==> src/rtl/fifo_stream_reader.sv <==
// rtl/fifo_stream_reader.sv - FIFO drain stage with 3-entry latency buffer, valid/ready stream and packet framing
module fifo_stream_reader #(
  parameter int DATA_WIDTH = 32,
  parameter int PKT_LEN    = 4,
  parameter int CNT_WIDTH  = 16
) (
  input  logic                  clk,
  input  logic                  reset,
  input  logic                  empty,
  input  logic [DATA_WIDTH-1:0] data_out,
  output logic                  Read_enable,
  output logic [DATA_WIDTH-1:0] out_data,
  output logic                  out_valid,
  input  logic                  out_ready,
  output logic                  out_last,
  output logic [CNT_WIDTH-1:0]  pkt_count
);

  localparam int IDX_W = (PKT_LEN > 1) ? $clog2(PKT_LEN) : 1;
  localparam logic [IDX_W-1:0] LAST_IDX = IDX_W'(PKT_LEN - 1);

  logic [DATA_WIDTH-1:0] entries [0:2];
  logic [1:0]            head;
  logic [1:0]            tail;
  logic [1:0]            occ;
  logic                  inflight;
  logic [IDX_W-1:0]      word_idx;
  logic                  push;
  logic                  pop;

  function automatic logic [1:0] next_ptr(input logic [1:0] p);
    return (p == 2'd2) ? 2'd0 : p + 2'd1;
  endfunction

  // Credit counts words already held plus the one still in flight from the FIFO.
  assign Read_enable = !empty && (({1'b0, occ} + {2'b00, inflight}) < 3'd3);

  assign push      = inflight;
  assign pop       = out_valid && out_ready;
  assign out_valid = (occ != 2'd0);
  assign out_data  = out_valid ? entries[head] : '0;
  assign out_last  = out_valid && (word_idx == LAST_IDX);

  always_ff @(posedge clk or negedge reset) begin
    if (!reset) begin
      for (int i = 0; i < 3; i++) entries[i] <= '0;
      head      <= 2'd0;
      tail      <= 2'd0;
      occ       <= 2'd0;
      inflight  <= 1'b0;
      word_idx  <= '0;
      pkt_count <= '0;
    end else begin
      inflight <= Read_enable;
      if (push) begin
        entries[tail] <= data_out;
        tail          <= next_ptr(tail);
      end
      if (pop) begin
        head     <= next_ptr(head);
        word_idx <= (word_idx == LAST_IDX) ? '0 : word_idx + 1'b1;
        if (out_last) pkt_count <= pkt_count + 1'b1;
      end
      case ({push, pop})
        2'b10:   occ <= occ + 2'd1;
        2'b01:   occ <= occ - 2'd1;
        default: occ <= occ;
      endcase
    end
  end

endmodule

==> config.mk <==
export PLATFORM = sky130hd
export DESIGN_NAME = fifo_stream_reader
export DESIGN_NICKNAME = d
export VERILOG_FILES = /design/src/rtl/fifo_stream_reader.sv
export SDC_FILE = /design/constraint.sdc
export NUM_CORES = 1
export LEC_CHECK = 0
export BUFFER_PORTS_ARGS = -buffer_cell sky130_fd_sc_hd__buf_4
export CAP_MARGIN = 20
export CORE_MARGIN = 1.5
export CORE_UTILIZATION = 47
export DETAILED_ROUTE_END_ITERATION = 10
export PLACE_DENSITY_LB_ADDON = 0.25
export SLEW_MARGIN = 30
export SYNTH_ARGS = -nofsm -noshare
export SYNTH_HDL_FRONTEND = slang
export SYNTH_SLANG_ARGS = --single-unit
export TNS_END_PERCENT = 30
==> constraint.sdc <==
create_clock -name clk -period 2.4 [get_ports clk]
set_input_delay 0.24 -clock clk [delete_from_list [all_inputs] [get_ports clk]]
set_output_delay 0.24 -clock clk [all_outputs]
set_load 0.01 [all_outputs]
==> impl_results.md <==
* GR peak layer: met2
* DRT Wirelength at between 10 and 15 mm
* Largest net degree at the start of global routing at 62
* Register bit count reported by yosys at about 120
* Core area at 11,500 sq um
* Max-Cap Viols at 0
* Synth Cell Area at approximately 5600 sq um
* Worst-path clk slew at about 0.050 ns
* Remaining design rule violation count at 8
* Outcome: complete, but fails checks
* Ratio of cells with drive above 1 in the final layout at a little over two fifths
* Slew @ Worst Pin at roughly 0.61 ns
* Slowest cell on crit path: nor2_2
* Crit path DAT at 1.97 ns
* GP Congestion at between 0.7 and 0.8
* Setup slack after layout at 0.189 ns
* Worst-skew pair later-pin latency at a little over 0.4 ns
* First DRT Iteration DRCs at 204
* Wire length per cell at between 15 and 20 um
* Critical path type: reg2out
* Met3 usage at a little over 5%
* # IOs at 87
* Maximum clock frequency at ~450 MHz
* GRT met2 Usage at about a third
* Slew Limit Fails at 0
* Final Skew at around 0.0043 ns
* Area used by multi-input combinational logic at between 2000 and 2500 sq um
* Worst-path cell chain: nor2_2 > buf_4 > nor2_1 > buf_4
* Async set or reset register ratio after synthesis at between 90% and 100%
* Hold Violations, Final at 0
* Total GRT Usage at between 15 and 20%
* Routed Antenna Nets at 0
* Final Cycle Share at between 90 and 100%
* Filler instances at just over 900
* Global-route wire length before repair at 19.1 mm
* Die Span Y at about 110 um
* Pwr per Cell Area at 1490 nW/um^2
* Synth cell types at 32
* Die Wd at 112 um
* Met1 Usage GRT at approximately a quarter
* Reg2Reg Setup Slack at roughly 0.6 ns
* Overflow after GRT at 0
* Worst hold path type: in2reg
* Vias in the first global route at ~3,800
* CTS tree: yes
* Required @ worst endpoint at roughly 2.2 ns
* Ant. Diodes at 0
* Dpl hpwl at roughly 7.6 mm
* # nets final at just under 600
* DP Worst Slack at around 0.64 ns
* Setup tns final at 0 ns
* Die ar. at roughly 13,000 sq um
* # rows at 39
* Slew headroom at between 50% and 60%
* Cell seen most often among critical-path stages: buf_4
* Hold_ws at 0.0167 ns
* RSZ-0062 raised after global routing: no
* Violated checks: DRC
* Mapped Cells at ~440
* H-tree lvl count at 4
* Ys flop type: dfrtp_1
* TritonCTS Sinks at around 120
* Post-CTS resize count at 0
* Min Tclk post-route at between 2 and 2.5 ns
* # setup viols final at 0
* Post-synth EDFFs at 0
* FF/Latch Area at ~3000 sq um
* Sequential share of the synthesized area at a little over half
* Drt pass-1 iters at 7
* Maximum VDD drop at approximately 760 uV
* CTS root buf: clkbuf_16
* Area growth from synthesis to layout at 25.0%
* Syn avg cell area at 12.6 sq um
* Worst setup EP type: primary output
* Core Util, Final at about three fifths
* Clock buffer depth at 2
* Static leakage at approximately 0.0033 uW
* Hold buffer count at cts at 1
* Post-CTS setup buffers at 0
* Syn. warnings at 0
* Net count after synthesis at just under 500
* Initial antenna violation count at 0
* CP max FO at 14
* CP startpoint kind: flip-flop
* DR vias/cell at roughly 5.2
* Max stage delay on crit path at between 0.5 and 0.6 ns
* CTS Buf Count at 17
* Starting Density at between 40% and 50%
* Total number of vias at roughly 3,600
* PortBufs at 86
-- logic make-up after synthesis --
logic type	after synthesis	share of synthesized area [%]
multiplexers	131	27.7
flip-flops	121	54.2
AND/OR/NAND/NOR	101	7.80
AO/OA/AOI/OAI	38	3.59
buffers and inverters	30	2.71
XOR/XNOR	18	2.82
adder cells (fa/ha/maj)	5	1.12
-- critical path, delay by kind of cell (launching register included) --
kind | cells | cell delay (ns)
flip-flops | 1 | 0.46
buffers and inverters | 2 | 0.47
AND/OR/NAND/NOR | 2 | 0.62
-- cell usage in the layout, fill, tap and decap left out, types with 2 or more instances in the layout --
cell type / count
buf_4: 102
clkbuf_1: 6
mux2_2: 69
nand2_1: 8
and4_1: 2
nor2_1: 68
clkbuf_8: 6
and3_1: 2
xor2_1: 5
nand3_1: 7
nor3_1: 3
clkinv_2: 2
inv_1: 3
a21o_1: 2
xnor2_1: 13
ha_1: 5
a21oi_1: 32
dfrtp_1: 120
mux2i_1: 32
mux2_4: 30
clkbuf_16: 17
nand4_1: 4
-- flip-flops by register name (all words and copies together), names as in the netlist --
signal and flops:
word_idx 2, pkt_count 16, tail 2, inflight 1
occ 2, entries 96, head 2
-- power by group --
group / switching, uW / total [uW] / internal, uW
sequential: 622 / 3630 / 3000
clock: 823 / 2300 / 1470
combinational: 2000 / 4450 / 2450
-- per-layer routing --
metal,up-vias,part of all wire [%]
met5,-,0
met4,0,1.5
met3,17,4.1
met2,76,49
met1,1815,46
li1,1737,-
-- metrics by stage --
step	std cells	area (sq um)	total power, uW
2_1_floorplan	444	5580	6500
3_3_place_gp	664	6430	7980
3_5_place_dp	664	6430	8130
4_1_cts	696	6980	10500
5_1_grt	696	6980	11100
6_report	696	6980	10400
-- Yosys cell counts, types with 3 or more instances --
| library cell | n | area, sq um |
|---|---|---|
| dfrtp_1 | 121 | 3030 |
| mux2_2 | 69 | 777 |
| nor2_1 | 69 | 259 |
| a21oi_1 | 32 | 160 |
| mux2i_1 | 32 | 320 |
| mux2_4 | 30 | 450 |
| xnor2_1 | 13 | 114 |
| buf_2 | 12 | 60.1 |
| clkbuf_1 | 8 | 30.0 |
| nand2_1 | 8 | 30.0 |
| nand3_1 | 8 | 40.0 |
| ha_1 | 5 | 62.6 |
| xor2_1 | 5 | 43.8 |
| nand4_1 | 4 | 25.0 |
| buf_6 | 3 | 33.8 |
| inv_1 | 3 | 11.3 |
| nor3_1 | 3 | 15.0 |
-- path summary, 6_finish.rpt --
path                                    start       endpoint  depth (start not counted)
worst max-delay path                   occ[0]   out_data[19]                          4
worst min-delay path                    empty       inflight                          2
worst max register to register         occ[0]   pkt_count[1]                          4
worst min register to register  pkt_count[15]  pkt_count[15]                          1
max in group asynchronous               reset        head[1]                          3
min in group asynchronous               reset  pkt_count[11]                          2
-- area by class of cell --
type / instances / share of cell area (%)
Sequential cell: 121 / 43.4
Clock inverter: 2 / 0.143
Clock buffer: 29 / 7.60
Timing Repair Buffer: 104 / 11.4
Multi-Input combinational cell: 293 / 34.7
Inverter: 4 / 0.215
Tap cell: 143 / 2.56
Note: power is estimated with default switching activity, not from simulation.
